==> config.mk <==
export PLATFORM = sky130hd
export DESIGN_NAME = alu_regfile
export DESIGN_NICKNAME = d
export VERILOG_FILES = /design/src/rtl/alu_pkg.sv /design/src/rtl/alu.sv /design/src/rtl/alu_regfile.sv
export SDC_FILE = /design/constraint.sdc
export NUM_CORES = 2
export LEC_CHECK = 0
export CORE_ASPECT_RATIO = 0.8
export CORE_MARGIN = 3
export CORE_UTILIZATION = 57
export DETAILED_ROUTE_END_ITERATION = 10
export PLACE_DENSITY_LB_ADDON = 0.05
export SLEW_MARGIN = 10
export SYNTH_ARGS = -nofsm -noshare
export SYNTH_HDL_FRONTEND = slang
export SYNTH_HIERARCHICAL = 1
export SYNTH_SLANG_ARGS = --single-unit
==> constraint.sdc <==
create_clock -name clk -period 63.2 [get_ports clk]
set_clock_uncertainty 0.1 [all_clocks]
set_input_delay 6.32 -clock clk [delete_from_list [all_inputs] [get_ports clk]]
set_output_delay 6.32 -clock clk [all_outputs]
set_load 0.01 [all_outputs]
==> src/rtl/alu_pkg.sv <==
// Shared widths and ALU opcode encodings for the alu_regfile datapath slice.
package alu_pkg;

    localparam int unsigned DW  = 32;
    localparam int unsigned AW  = 6;
    localparam int unsigned OPW = 5;

    localparam logic [OPW-1:0] OP_AND  = 5'h00;
    localparam logic [OPW-1:0] OP_ADD  = 5'h01;
    localparam logic [OPW-1:0] OP_SUB  = 5'h02;
    localparam logic [OPW-1:0] OP_OR   = 5'h03;
    localparam logic [OPW-1:0] OP_XOR  = 5'h04;
    localparam logic [OPW-1:0] OP_NOR  = 5'h05;
    localparam logic [OPW-1:0] OP_SLT  = 5'h06;
    localparam logic [OPW-1:0] OP_SLTU = 5'h07;
    localparam logic [OPW-1:0] OP_SLL  = 5'h08;
    localparam logic [OPW-1:0] OP_SRL  = 5'h09;
    localparam logic [OPW-1:0] OP_SRA  = 5'h0A;
    localparam logic [OPW-1:0] OP_LUI  = 5'h0B;

endpackage

==> src/rtl/alu.sv <==
// Combinational ALU: result, zero flag and signed overflow (ADD/SUB only).
module alu
    import alu_pkg::*;
(
    input  logic [alu_pkg::DW-1:0]  a,
    input  logic [alu_pkg::DW-1:0]  b,
    input  logic [alu_pkg::OPW-1:0] op,
    output logic [alu_pkg::DW-1:0]  y,
    output logic                    zero,
    output logic                    ovf
);

    localparam int unsigned SW = $clog2(alu_pkg::DW);

    logic [SW-1:0] shamt;
    assign shamt = a[SW-1:0];

    always_comb begin
        y   = '0;
        ovf = 1'b0;
        case (op)
            OP_AND:  y = a & b;
            OP_ADD: begin
                y   = a + b;
                ovf = (a[DW-1] == b[DW-1]) && (y[DW-1] != a[DW-1]);
            end
            OP_SUB: begin
                y   = a - b;
                ovf = (a[DW-1] != b[DW-1]) && (y[DW-1] != a[DW-1]);
            end
            OP_OR:   y = a | b;
            OP_XOR:  y = a ^ b;
            OP_NOR:  y = ~(a | b);
            OP_SLT:  y = {{(DW-1){1'b0}}, $signed(a) < $signed(b)};
            OP_SLTU: y = {{(DW-1){1'b0}}, a < b};
            // Shifts take the amount from a and shift b.
            OP_SLL:  y = b << shamt;
            OP_SRL:  y = b >> shamt;
            OP_SRA:  y = $signed(b) >>> shamt;
            OP_LUI:  y = {b[DW/2-1:0], {(DW/2){1'b0}}};
            default: ;
        endcase
    end

    assign zero = (y == '0);

endmodule

==> src/rtl/alu_regfile.sv <==
// Datapath core: 2**AW x DW register file (1R/1W, async clear) plus an independent ALU.
module alu_regfile
    import alu_pkg::*;
(
    input  logic                    clk,
    input  logic                    rst,
    input  logic                    re,
    input  logic [alu_pkg::AW-1:0]  raddr,
    output logic [alu_pkg::DW-1:0]  rdata,
    input  logic [alu_pkg::AW-1:0]  waddr,
    input  logic [alu_pkg::DW-1:0]  wdata,
    input  logic                    we,
    input  logic [alu_pkg::DW-1:0]  alu_a,
    input  logic [alu_pkg::DW-1:0]  alu_b,
    input  logic [alu_pkg::OPW-1:0] alu_op,
    output logic [alu_pkg::DW-1:0]  alu_y,
    output logic                    alu_zero,
    output logic                    alu_ovf
);

    localparam int unsigned DEPTH = 2 ** AW;

    logic [DW-1:0] mem_q [DEPTH];

    // Reset wins over a same-cycle write; no read bypass of the pending write.
    always_ff @(posedge clk or posedge rst) begin
        if (rst) begin
            for (int i = 0; i < DEPTH; i++) begin
                mem_q[i] <= '0;
            end
        end else if (we) begin
            mem_q[waddr] <= wdata;
        end
    end

    assign rdata = re ? mem_q[raddr] : '0;

    alu u_alu (
        .a    (alu_a),
        .b    (alu_b),
        .op   (alu_op),
        .y    (alu_y),
        .zero (alu_zero),
        .ovf  (alu_ovf)
    );

endmodule

==> flow_metrics.py <==
metrics = {
    "status": {
        "status": "finished, final reports clean",
    },
    "power": {
        "power_mw": 3.287,
        "p_per_area_nw_per_um2": 29.21,
        "vdd_drop_max_v": 0.00003151,
        "power.leakage_nw": 51.32,
    },
    "sta": {
        "tightest_slew_ns": 1.386,
        "rsz0062_at_grt": "no",
        "max_freq_mhz": 52.30,
        "fin_crit_ns": 19.12,
        "relSlewSlack_pct": 6.649,
        "finalSetupViolations": 0,
        "finalHoldViolations": 0,
        "hold-worst-slack_ns": 0.3988,
        "postLayoutSetupSlackWorst_ns": 44.08,
        "tns_ns": 0,
        "fin_crit_sh_pct": 30.26,
        "slew_viol_final": 0,
    },
    "placement": {
        "io_buffer_count": 182,
        "dp_hpwl_mm": 196.6,
        "pre_cts_slack_ns": 44.31,
        "place.gp.congestion": 0.9876,
        "placed_area_um2": 106000,
        "place_inst": 9255,
    },
    "floorplan": {
        "io_pins": 183,
        "core_area_um2": 177800,
        "rows": 138,
        "initial_core_util_pct": 57.71,
        "die_h_um": 385.5,
        "die_x_um": 480.4,
        "die_area_um2": 185200,
    },
    "clocking": {
        "path_clk_slew_ns": 0.06,
        "cts-root-buf": "clkbuf_16",
        "cts_tree": "yes",
        "cts-resized-gates": 0,
        "cts-htree-levels": 4,
        "cts_buffers": 197,
        "hold_buffers": 0,
        "clock_sinks": 2048,
        "clock_path_buffers": 3,
        "post_cts_buffers": 0,
        "clk_latency_ns": 0.82,
    },
    "global_route": {
        "gr-total-overflow": 0,
        "grt_max_degree": 160,
        "antenna_found_initial": 27,
        "grt_usage_pct": 35.99,
        "grt_pass1_vias": 66220,
        "grt_pass1_wl_mm": 483.7,
    },
    "job": {
        "drv_cap": 0,
    },
    "synth": {
        "ys_seq_area_share_pct": 49.93,
        "synth_edf_count": 0,
        "ys_ff_latch": 2048,
        "ys.flop_type": "dfrtp_1",
        "synth_area_leaders": "dfrtp_1 (50%), mux2_2 (23%), mux4_2 (13%)",
        "ys_async_sr_fraction_pct": 100.0,
        "synthesis.area_um2": 102600,
        "yosysWarnings": 6,
        "synth.avg_cell_area_um2": 14.23,
        "netlist_instances": 7214,
        "synthTopCellsByCount": "mux2_2 (2091), dfrtp_1 (2048), mux4_2 (571), clkbuf_1 (343), nand2_1 (235)",
        "yosysMostFrequentCell": "mux2_2",
        "yosys.area.top_type": "dfrtp_1",
        "syn-num-nets": 7430,
        "synth.distinct_cells": 89,
        "yosysTopAreaCellShare_pct": 49.93,
    },
    "worst_setup_path": {
        "worstSetupEndpointType": "primary output",
        "reg2reg_depth": 1,
        "required_ns": 56.78,
        "crit_buf_inv": 5,
        "cp_top_family": "compound AO/OA/AOI/OAI gates",
        "worstPathMaxFanout": 51,
        "cpMaxStageDelayCell": "o31ai_1",
        "max_stage_delay_ns": 0.99,
        "cp_num_cells": 17,
        "path_cells": "clkdlybuf4s50_1 > buf_4 > inv_1 > buf_4 > ha_1 > o21bai_1 > o2111ai_1 > a21oi_1 > o31ai_1 > a21oi_1 > o32ai_1 > o2111ai_1 > or3_1 > nor4_2 > nand4b_1 > nor4b_2 > clkdlybuf4s50_1",
        "path_class": "in -> out",
        "cp-start-kind": "input port",
        "arrival_ns": 12.70,
    },
    "route": {
        "vias_per_cell": 6.921,
        "initialDrtViolationCount": 7570,
        "vias": 66639,
        "wl_met2_mm": 145.4,
        "wl_met1_mm": 144.5,
        "met3WireLength_mm": 30.94,
        "drc": 0,
        "drt_pass1_iterations": 7,
        "highest_layer": "met5",
        "ant_nets": 0,
        "routedWlPerCell_um": 34.45,
        "wirelength_mm": 331.7,
    },
    "layout": {
        "fin_cells": 9629,
        "largest-register": "mem_q",
        "nets": 7290,
        "largest_reg_flops": 2048,
        "fillCellCount": 13325,
        "finalCoreUtilization_pct": 63.29,
        "design_area_um2": 112600,
        "area_growth_pct": 9.666,
        "top_regs": "mem_q (2048)",
        "drive_gt1_share_pct": 45.66,
    },
    "worst_hold_path": {
        "hold_class": "reg -> reg",
        "whs_path_depth": 1,
    },
}
-- per-layer routing --
metal  vias to the layer above  track usage (%)
met4                        14            11.10
met5                         -           0.4989
met2                      3091            52.16
met3                       594            8.544
met1                     36197            54.00
li1                      26743                -
-- cells by family after synthesis --
kind of cell	after synthesis	share of synthesized area, %
mux	2816	37.06
xor+xnor	20	0.1707
buf+inv	813	3.482
compound gates	723	4.936
flops	2048	49.93
simple gates	695	3.201
fa+ha+maj	99	1.222
-- final timing paths --
kind / startpoint / to / slack [ns]
max in group asynchronous: rst / mem_q[1731]$_DFFE_PP0P_ / 51.59
min reg2reg: mem_q[1293]$_DFFE_PP0P_ / mem_q[1293]$_DFFE_PP0P_ / 0.40
max: alu_a[2] / alu_zero / 44.08
min in group asynchronous: rst / mem_q[437]$_DFFE_PP0P_ / 5.90
max reg2reg: mem_q[1096]$_DFFE_PP0P_ / mem_q[1096]$_DFFE_PP0P_ / 62.31
min: mem_q[1293]$_DFFE_PP0P_ / mem_q[1293]$_DFFE_PP0P_ / 0.40
-- layout by cell type (no fill, tap or decap), drive strengths merged, types with 13 or more instances in the layout --
| master | synthesis | routed |
|---|---|---|
| buf | 373 | 235 |
| a211oi | 33 | 33 |
| nand2b | 15 | 15 |
| a221oi | 38 | 38 |
| o22ai | 34 | 34 |
| a22o | 14 | 14 |
| nand3 | 53 | 53 |
| a21oi | 140 | 140 |
| o2111ai | 15 | 15 |
| o221ai | 19 | 19 |
| mux2 | 2093 | 2093 |
| a222oi | 13 | 13 |
| o211ai | 27 | 27 |
| and3 | 14 | 14 |
| and2 | 20 | 20 |
| clkbuf | 343 | 308 |
| nor3 | 42 | 42 |
| a22oi | 82 | 82 |
| mux4 | 576 | 576 |
| nand4 | 20 | 20 |
| nor2b | 36 | 36 |
| inv | 94 | 100 |
| nand2 | 235 | 235 |
| nor4 | 20 | 20 |
| mux2i | 147 | 147 |
| xnor2 | 18 | 18 |
| clkdlybuf4s50 | 0 | 142 |
| clkinv | 3 | 37 |
| dfrtp | 2048 | 2048 |
| o31ai | 17 | 17 |
| or3 | 15 | 15 |
| a31oi | 27 | 27 |
| diode | 0 | 15 |
| ha | 97 | 97 |
| a221o | 15 | 15 |
| nor2 | 179 | 179 |
| or2 | 13 | 13 |
| o21ai | 107 | 107 |
| a21o | 19 | 19 |
-- report_power, final --
part,internal [mW],switching [mW]
clock,0.667,0.526
sequential,1.48,0.0819
combinational,0.274,0.254
total,2.43,0.862
-- cell type report --
| type | count | area [µm²] | share of cell area, % |
|---|---|---|---|
| antenna | 15 | 37.54 | 0.03335 |
| clock inverter | 51 | 728.2 | 0.6470 |
| timing repair buffer | 377 | 3188 | 2.832 |
| inverter | 97 | 372.9 | 0.3313 |
| clock buffer | 308 | 5827 | 5.177 |
| multi-input combinational | 4353 | 48180 | 42.80 |
| sequential | 2048 | 51250 | 45.53 |
| tap | 2380 | 2978 | 2.646 |
No activity file was read; power rests on OpenSTA's default activity.
